**config.mk**
```make
export PLATFORM = sky130hd
export DESIGN_NAME = input_map
export DESIGN_NICKNAME = d
export VERILOG_FILES = /design/src/rtl/input_map_pkg.sv /design/src/rtl/input_map_debounce.sv /design/src/rtl/input_map.sv
export SDC_FILE = /design/constraint.sdc
export NUM_CORES = 1
export LEC_CHECK = 0
export BUFFER_PORTS_ARGS = -buffer_cell sky130_fd_sc_hd__buf_4
export CORE_MARGIN = 2
export CORE_UTILIZATION = 45
export DETAILED_ROUTE_END_ITERATION = 10
export PLACE_DENSITY = 0.69
export SYNTH_ARGS = -nofsm -noshare
export SYNTH_HDL_FRONTEND = slang
export SYNTH_SLANG_ARGS = --single-unit
```
**constraint.sdc**
```tcl
create_clock -name clk -period 22.8 [get_ports clk]
set_input_delay 3.42 -clock clk [delete_from_list [all_inputs] [get_ports clk]]
set_output_delay 3.42 -clock clk [all_outputs]
set_load 0.005 [all_outputs]
```
**src/rtl/input_map_pkg.sv**
```systemverilog
// ----------------------------------------------------------------------------
// input_map_pkg
// Shared constants for the memory-mapped input peripheral: register offsets
// within the input region and the access-size encoding used by the memory
// controller, the output map and this block.
// ----------------------------------------------------------------------------
package input_map_pkg;

    // Register offsets (byte address bits [3:0])
    localparam logic [3:0] SW_STATE_OFS  = 4'h0;
    localparam logic [3:0] BTN_STATE_OFS = 4'h4;
    localparam logic [3:0] BTN_EVENT_OFS = 4'h8;
    localparam logic [3:0] SW_CHANGE_OFS = 4'hC;

    // Access size encoding; 2'd3 is treated as a word access
    localparam logic [1:0] SIZE_BYTE = 2'd0;
    localparam logic [1:0] SIZE_HALF = 2'd1;
    localparam logic [1:0] SIZE_WORD = 2'd2;

    // Data-lane mask for a given access size
    function automatic logic [31:0] size_mask(input logic [1:0] size);
        logic [31:0] m;
        case (size)
            SIZE_BYTE: m = 32'h0000_00FF;
            SIZE_HALF: m = 32'h0000_FFFF;
            default:   m = '1;
        endcase
        return m;
    endfunction

endpackage

```
**src/rtl/input_map_debounce.sv**
```systemverilog
// ----------------------------------------------------------------------------
// debounce
// One-bit synchroniser and debouncer. The raw input passes through a two-flop
// synchroniser; the stable level only follows it after DEBOUNCE_CYCLES
// consecutive mismatching edges. Any edge where the synchronised value equals
// the stable level restarts the count.
//
// Ports:
//   clk      in  system clock
//   rst      in  asynchronous active-high reset
//   i_raw    in  raw input, asynchronous to clk
//   o_stable out debounced level (registered)
//   o_change out high for the cycle ending on the edge where o_stable updates
// ----------------------------------------------------------------------------
module debounce #(
    parameter int unsigned DEBOUNCE_CYCLES = 2_000_000
) (
    input  logic clk,
    input  logic rst,
    input  logic i_raw,
    output logic o_stable,
    output logic o_change
);

    localparam int unsigned CW = $clog2(DEBOUNCE_CYCLES + 1);
    localparam logic [CW-1:0] LAST = CW'(DEBOUNCE_CYCLES - 1);

    logic          r_sync1;
    logic          r_sync2;
    logic          r_stable;
    logic [CW-1:0] r_cnt;
    logic          w_mismatch;
    logic          w_change;

    assign w_mismatch = r_sync2 ^ r_stable;
    // Pulse is decoded from registered state so that downstream latches set
    // on the very edge where r_stable takes the new value.
    assign w_change   = w_mismatch && (r_cnt == LAST);

    always_ff @(posedge clk or posedge rst) begin
        if (rst) begin
            r_sync1  <= 1'b0;
            r_sync2  <= 1'b0;
            r_stable <= 1'b0;
            r_cnt    <= '0;
        end else begin
            r_sync1 <= i_raw;
            r_sync2 <= r_sync1;
            if (!w_mismatch) begin
                r_cnt <= '0;
            end else if (w_change) begin
                r_stable <= r_sync2;
                r_cnt    <= '0;
            end else begin
                r_cnt <= r_cnt + CW'(1);
            end
        end
    end

    assign o_stable = r_stable;
    assign o_change = w_change;

endmodule

```
**src/rtl/input_map.sv**
```systemverilog
// ----------------------------------------------------------------------------
// input_map
// Memory-mapped input peripheral. Debounces the board switches and buttons and
// exposes four registers: debounced switch state (0x0), debounced button state
// (0x4), sticky button-press events (0x8, W1C) and sticky switch-change flags
// (0xC, W1C).
//
// Ports:
//   clk                 in   system clock
//   rst                 in   asynchronous active-high reset
//   sw                  in   raw switches (NUM_SW), asynchronous
//   btn                 in   raw buttons (NUM_BTN), asynchronous
//   input_address       in   byte address, bits [3:0] decoded
//   input_in            in   write data
//   input_size          in   0 byte, 1 half, 2/3 word
//   input_write_enable  in   write strobe, sampled on posedge clk
//   input_out           out  combinational read data
// ----------------------------------------------------------------------------
module input_map
    import input_map_pkg::*;
#(
    parameter int unsigned DEBOUNCE_CYCLES = 2_000_000,
    parameter int unsigned NUM_SW          = 16,
    parameter int unsigned NUM_BTN         = 5
) (
    input  logic               clk,
    input  logic               rst,
    input  logic [NUM_SW-1:0]  sw,
    input  logic [NUM_BTN-1:0] btn,
    input  logic [31:0]        input_address,
    input  logic [31:0]        input_in,
    input  logic [1:0]         input_size,
    input  logic               input_write_enable,
    output logic [31:0]        input_out
);

    logic [NUM_SW-1:0]  w_sw_stable;
    logic [NUM_SW-1:0]  w_sw_change;
    logic [NUM_BTN-1:0] w_btn_stable;
    logic [NUM_BTN-1:0] w_btn_change;
    logic [NUM_BTN-1:0] w_btn_rise;

    logic [NUM_SW-1:0]  r_sw_change;
    logic [NUM_BTN-1:0] r_btn_event;

    logic [31:0]        w_wdata;
    logic [NUM_SW-1:0]  w_clr_sw;
    logic [NUM_BTN-1:0] w_clr_btn;
    logic [31:0]        w_rdata;
    logic               w_unused;

    for (genvar g = 0; g < NUM_SW; g++) begin : g_sw
        debounce #(.DEBOUNCE_CYCLES(DEBOUNCE_CYCLES)) u_db (
            .clk      (clk),
            .rst      (rst),
            .i_raw    (sw[g]),
            .o_stable (w_sw_stable[g]),
            .o_change (w_sw_change[g])
        );
    end

    for (genvar g = 0; g < NUM_BTN; g++) begin : g_btn
        debounce #(.DEBOUNCE_CYCLES(DEBOUNCE_CYCLES)) u_db (
            .clk      (clk),
            .rst      (rst),
            .i_raw    (btn[g]),
            .o_stable (w_btn_stable[g]),
            .o_change (w_btn_change[g])
        );
    end

    // A change while the current stable level is 0 is a 0->1 press
    assign w_btn_rise = w_btn_change & ~w_btn_stable;

    // Write decode: full [3:0] compare so misaligned offsets never match
    assign w_wdata   = input_in & size_mask(input_size);
    assign w_clr_btn = (input_write_enable && input_address[3:0] == BTN_EVENT_OFS)
                       ? w_wdata[NUM_BTN-1:0] : '0;
    assign w_clr_sw  = (input_write_enable && input_address[3:0] == SW_CHANGE_OFS)
                       ? w_wdata[NUM_SW-1:0] : '0;

    // Set after clear: a simultaneous set and clear leaves the bit set
    always_ff @(posedge clk or posedge rst) begin
        if (rst) begin
            r_btn_event <= '0;
            r_sw_change <= '0;
        end else begin
            r_btn_event <= (r_btn_event & ~w_clr_btn) | w_btn_rise;
            r_sw_change <= (r_sw_change & ~w_clr_sw) | w_sw_change;
        end
    end

    always_comb begin
        w_rdata = '0;
        case (input_address[3:0])
            SW_STATE_OFS:  w_rdata = 32'(w_sw_stable);
            BTN_STATE_OFS: w_rdata = 32'(w_btn_stable);
            BTN_EVENT_OFS: w_rdata = 32'(r_btn_event);
            SW_CHANGE_OFS: w_rdata = 32'(r_sw_change);
            default:       w_rdata = '0;
        endcase
    end

    assign input_out = w_rdata & size_mask(input_size);

    assign w_unused = ^{input_address[31:4], w_wdata};

endmodule
```
==> reports/qor.yml <==
status: "finished clean"
startpoint: "input_address[1]"
r2r_start: "g_sw[2].u_db.r_cnt[12]$_DFF_PP0_"
area_delta_synth_final_pct: 12.3
yosys-top-cells-area: "dfrtp_1 52%, xor2_1 5.2%, nor2_1 4.7%, xnor2_1 4.1%, nand3_1 3.2%"
rsz0062_at_grt: "no"
cts_made_buffers: 56
fillers: 5049
max_stage_delay_ns: 0.84
yosysUniqueCellTypes: 57
grt_pass1_wl_um: 90000
nets: 2738
root_buffer: "clkbuf_16"
max_freq_mhz: 109
placement.io_buffers: 61
die_x_um: 242
cp.arrival_ns: 5.74
cts.clk_slew.worst_paths_ns: 0.06
fin_hold_ws_ns: 0.348
whs_path_depth: 0
r2r_slack_ns: 20.04
htreeDepth: 2
ys_warn_count: 0
fin_util_pct: 50.9
place_hpwl_um: 35300
slew_viol_final: 0
clockBufferDepth: 3
p_leak_nw: 11.6
dieArea_sq_um: 58500
reg2reg_to: "g_sw[2].u_db.r_cnt[2]$_DFF_PP0_"
fp-row-count: 87
hp-class: "flop to flop"
hold-path-endpoint: "g_sw[3].u_db.r_sync2$_DFF_PP0_"
end_kind: "output pin"
synth-edff-count: 0
yosysMostFrequentCell: "dfrtp_1"
initial_utilization_pct: 45.3
grt_max_degree: 147
synth_area_sq_um: 25500
finalCritPeriodShare_pct: 40.2
wl_per_cell_um: 15.3
die_h_um: 242
cp_top_family: "simple AND/OR/NAND/NOR gates"
relSlewSlack_pct: 22.8
fin_crit_ns: 9.16
avgViaCountPerCell: 5.64
antenna_found_initial: 1
cts-resized-gates: 0
vias: 19300
start_kind: "input port"
ys_seq_area_share_pct: 51.6
drv_cap: 0
gp_congestion: 0.842
worst_pin_slew_ns: 1.16
hold_violations: 0
drt_pass1_iterations: 5
multi_input_area_sq_um: 11700
synth_flop_cell: "dfrtp_1"
cts_sinks: 525
synth_top_area_share_pct: 51.6
regArea_sq_um: 13100
critPathBufInv: 2
synth_common_cells: "525 x dfrtp_1, 320 x nor2_1, 162 x nand3_1"
cp_max_fo: 11
cp.required_ns: 19.38
io_pins: 122
drtIter0Drc: 1330
power_mw: 1.96
setup_viol_count_final: 0
reg2regPathDepth: 5
dpl.cell_count: 3325
instances_no_fill: 3429
slowest_stage: "and3_1"
p_per_area_nw_per_um2: 68.6
ys_async_sr_fraction_pct: 100
holdCritStartpoint: "g_sw[3].u_db.r_sync1$_DFF_PP0_"
cts_setup_buffers: 0
core-area_sq_um: 56200
vdd_drop_max_mv: 0.0530
clk_latency_ns: 0.60
drive_gt1_share_pct: 9.13
post-route-drc-count: 0
synth-seq-cells: 525
grt_pass1_vias: 19000
ant_nets: 0
cp_cell_sequence: "buf_4, nor2_1, and3_1, a22oi_1, nor2_1, buf_4"
grt_util_all_layers_pct: 17.9
critical_path_class: "input port to output pin"
ctsHoldBuffers: 0
grt_overflow: 0
diodes: 0
synthCells: 2570
tns_ns: 0
skew_ns: 0.0220
routed_wl_um: 52600
syn-mean-instance-area_sq_um: 9.91
synth_area_leader_cell: "dfrtp_1"
cts_tree: "yes"
[power by group]
| part | total [mW] | switching [mW] | internal, mW |
|---|---|---|---|
| combinational | 0.0699 | 0.0479 | 0.0220 |
| sequential | 0.963 | 0.0145 | 0.948 |
| clock | 0.928 | 0.378 | 0.550 |
| total | 1.96 | 0.441 | 1.52 |
[area by class of cell]
| cell class | count | share of cell area [%] |
|---|---|---|
| tap | 756 | 3.31 |
| multi-input combinational | 1895 | 41.0 |
| timing repair buffer | 82 | 2.15 |
| inverter | 67 | 0.906 |
| sequential | 525 | 46.0 |
| clock inverter | 31 | 1.17 |
| clock buffer | 73 | 5.45 |
[worst reg2reg max path, cell delays in order, from the launching register on]
cell and delay (ns):
dfrtp_1 0.44, or4b_1 0.53, or4_1 0.47, o41ai_2 0.83, buf_4 0.32, nor2_1 0.07
[registers in the layout (all words and copies together), names as in the netlist]
name / count
g_btn.u_db.r_sync1: 5
r_sw_change: 16
g_sw.u_db.r_sync1: 16
r_btn_event: 5
g_btn.u_db.o_stable: 5
g_sw.u_db.r_cnt: 336
g_sw.u_db.r_sync2: 16
g_sw.u_db.o_stable: 16
g_btn.u_db.r_cnt: 105
g_btn.u_db.r_sync2: 5
[layout by cell type (no fill, tap or decap), types with 7 or more instances in the layout]
cell and n:
a21oi_1 150, a22o_1 11, a22oi_1 8, and2_1 30, and3_1 52, and4_1 51
buf_4 82, clkbuf_1 9, clkbuf_16 57, clkbuf_8 7, clkinv_2 15, conb_1 16
dfrtp_1 525, ha_1 21, inv_1 66, mux2_2 20, nand2_1 152, nand3_1 162
nand4_1 127, nor2_1 320, nor3_1 30, nor4_1 39, nor4b_1 12, o21ai_0 98
o31ai_1 58, or2_2 9, or3_1 88, or4_1 79, or4b_2 12, xnor2_1 119
xor2_1 151
[per-stage QoR]
stage	area (sq um)	worst slack, ns
finish	28600	13.64
floorplan	25500	4.71
detailed placement	26700	13.62
global route	28600	13.60
global placement	26700	13.63
CTS	28600	13.62
[cells by family after synthesis]
family	share of synthesized area, %
adders and majority gates	1.03
and+or+nand+nor	25.6
other	0.0147
buffers and inverters	2.72
xor gates and xnor gates	9.29
DFF	51.6
muxes	1.39
AOI/OAI and AO/OA	8.36
[worst max-delay path by stage]
stage / to / cells after the start
2_1_floorplan: g_btn[0].u_db.o_stable$_DFFE_PP0P_ / 1
3_3_place_gp: input_out[14] / 6
3_5_place_dp: input_out[8] / 6
4_1_cts: input_out[8] / 6
5_1_grt: input_out[8] / 6
6_report: input_out[8] / 6
[per-layer routing]
layer	GRT usage [%]	routed length [um]
met1	23.5	23900
met2	30.3	25200
met3	3.29	2210
met4	5.48	1280
met5	0	0
No activity file was read; power rests on OpenSTA's default activity.
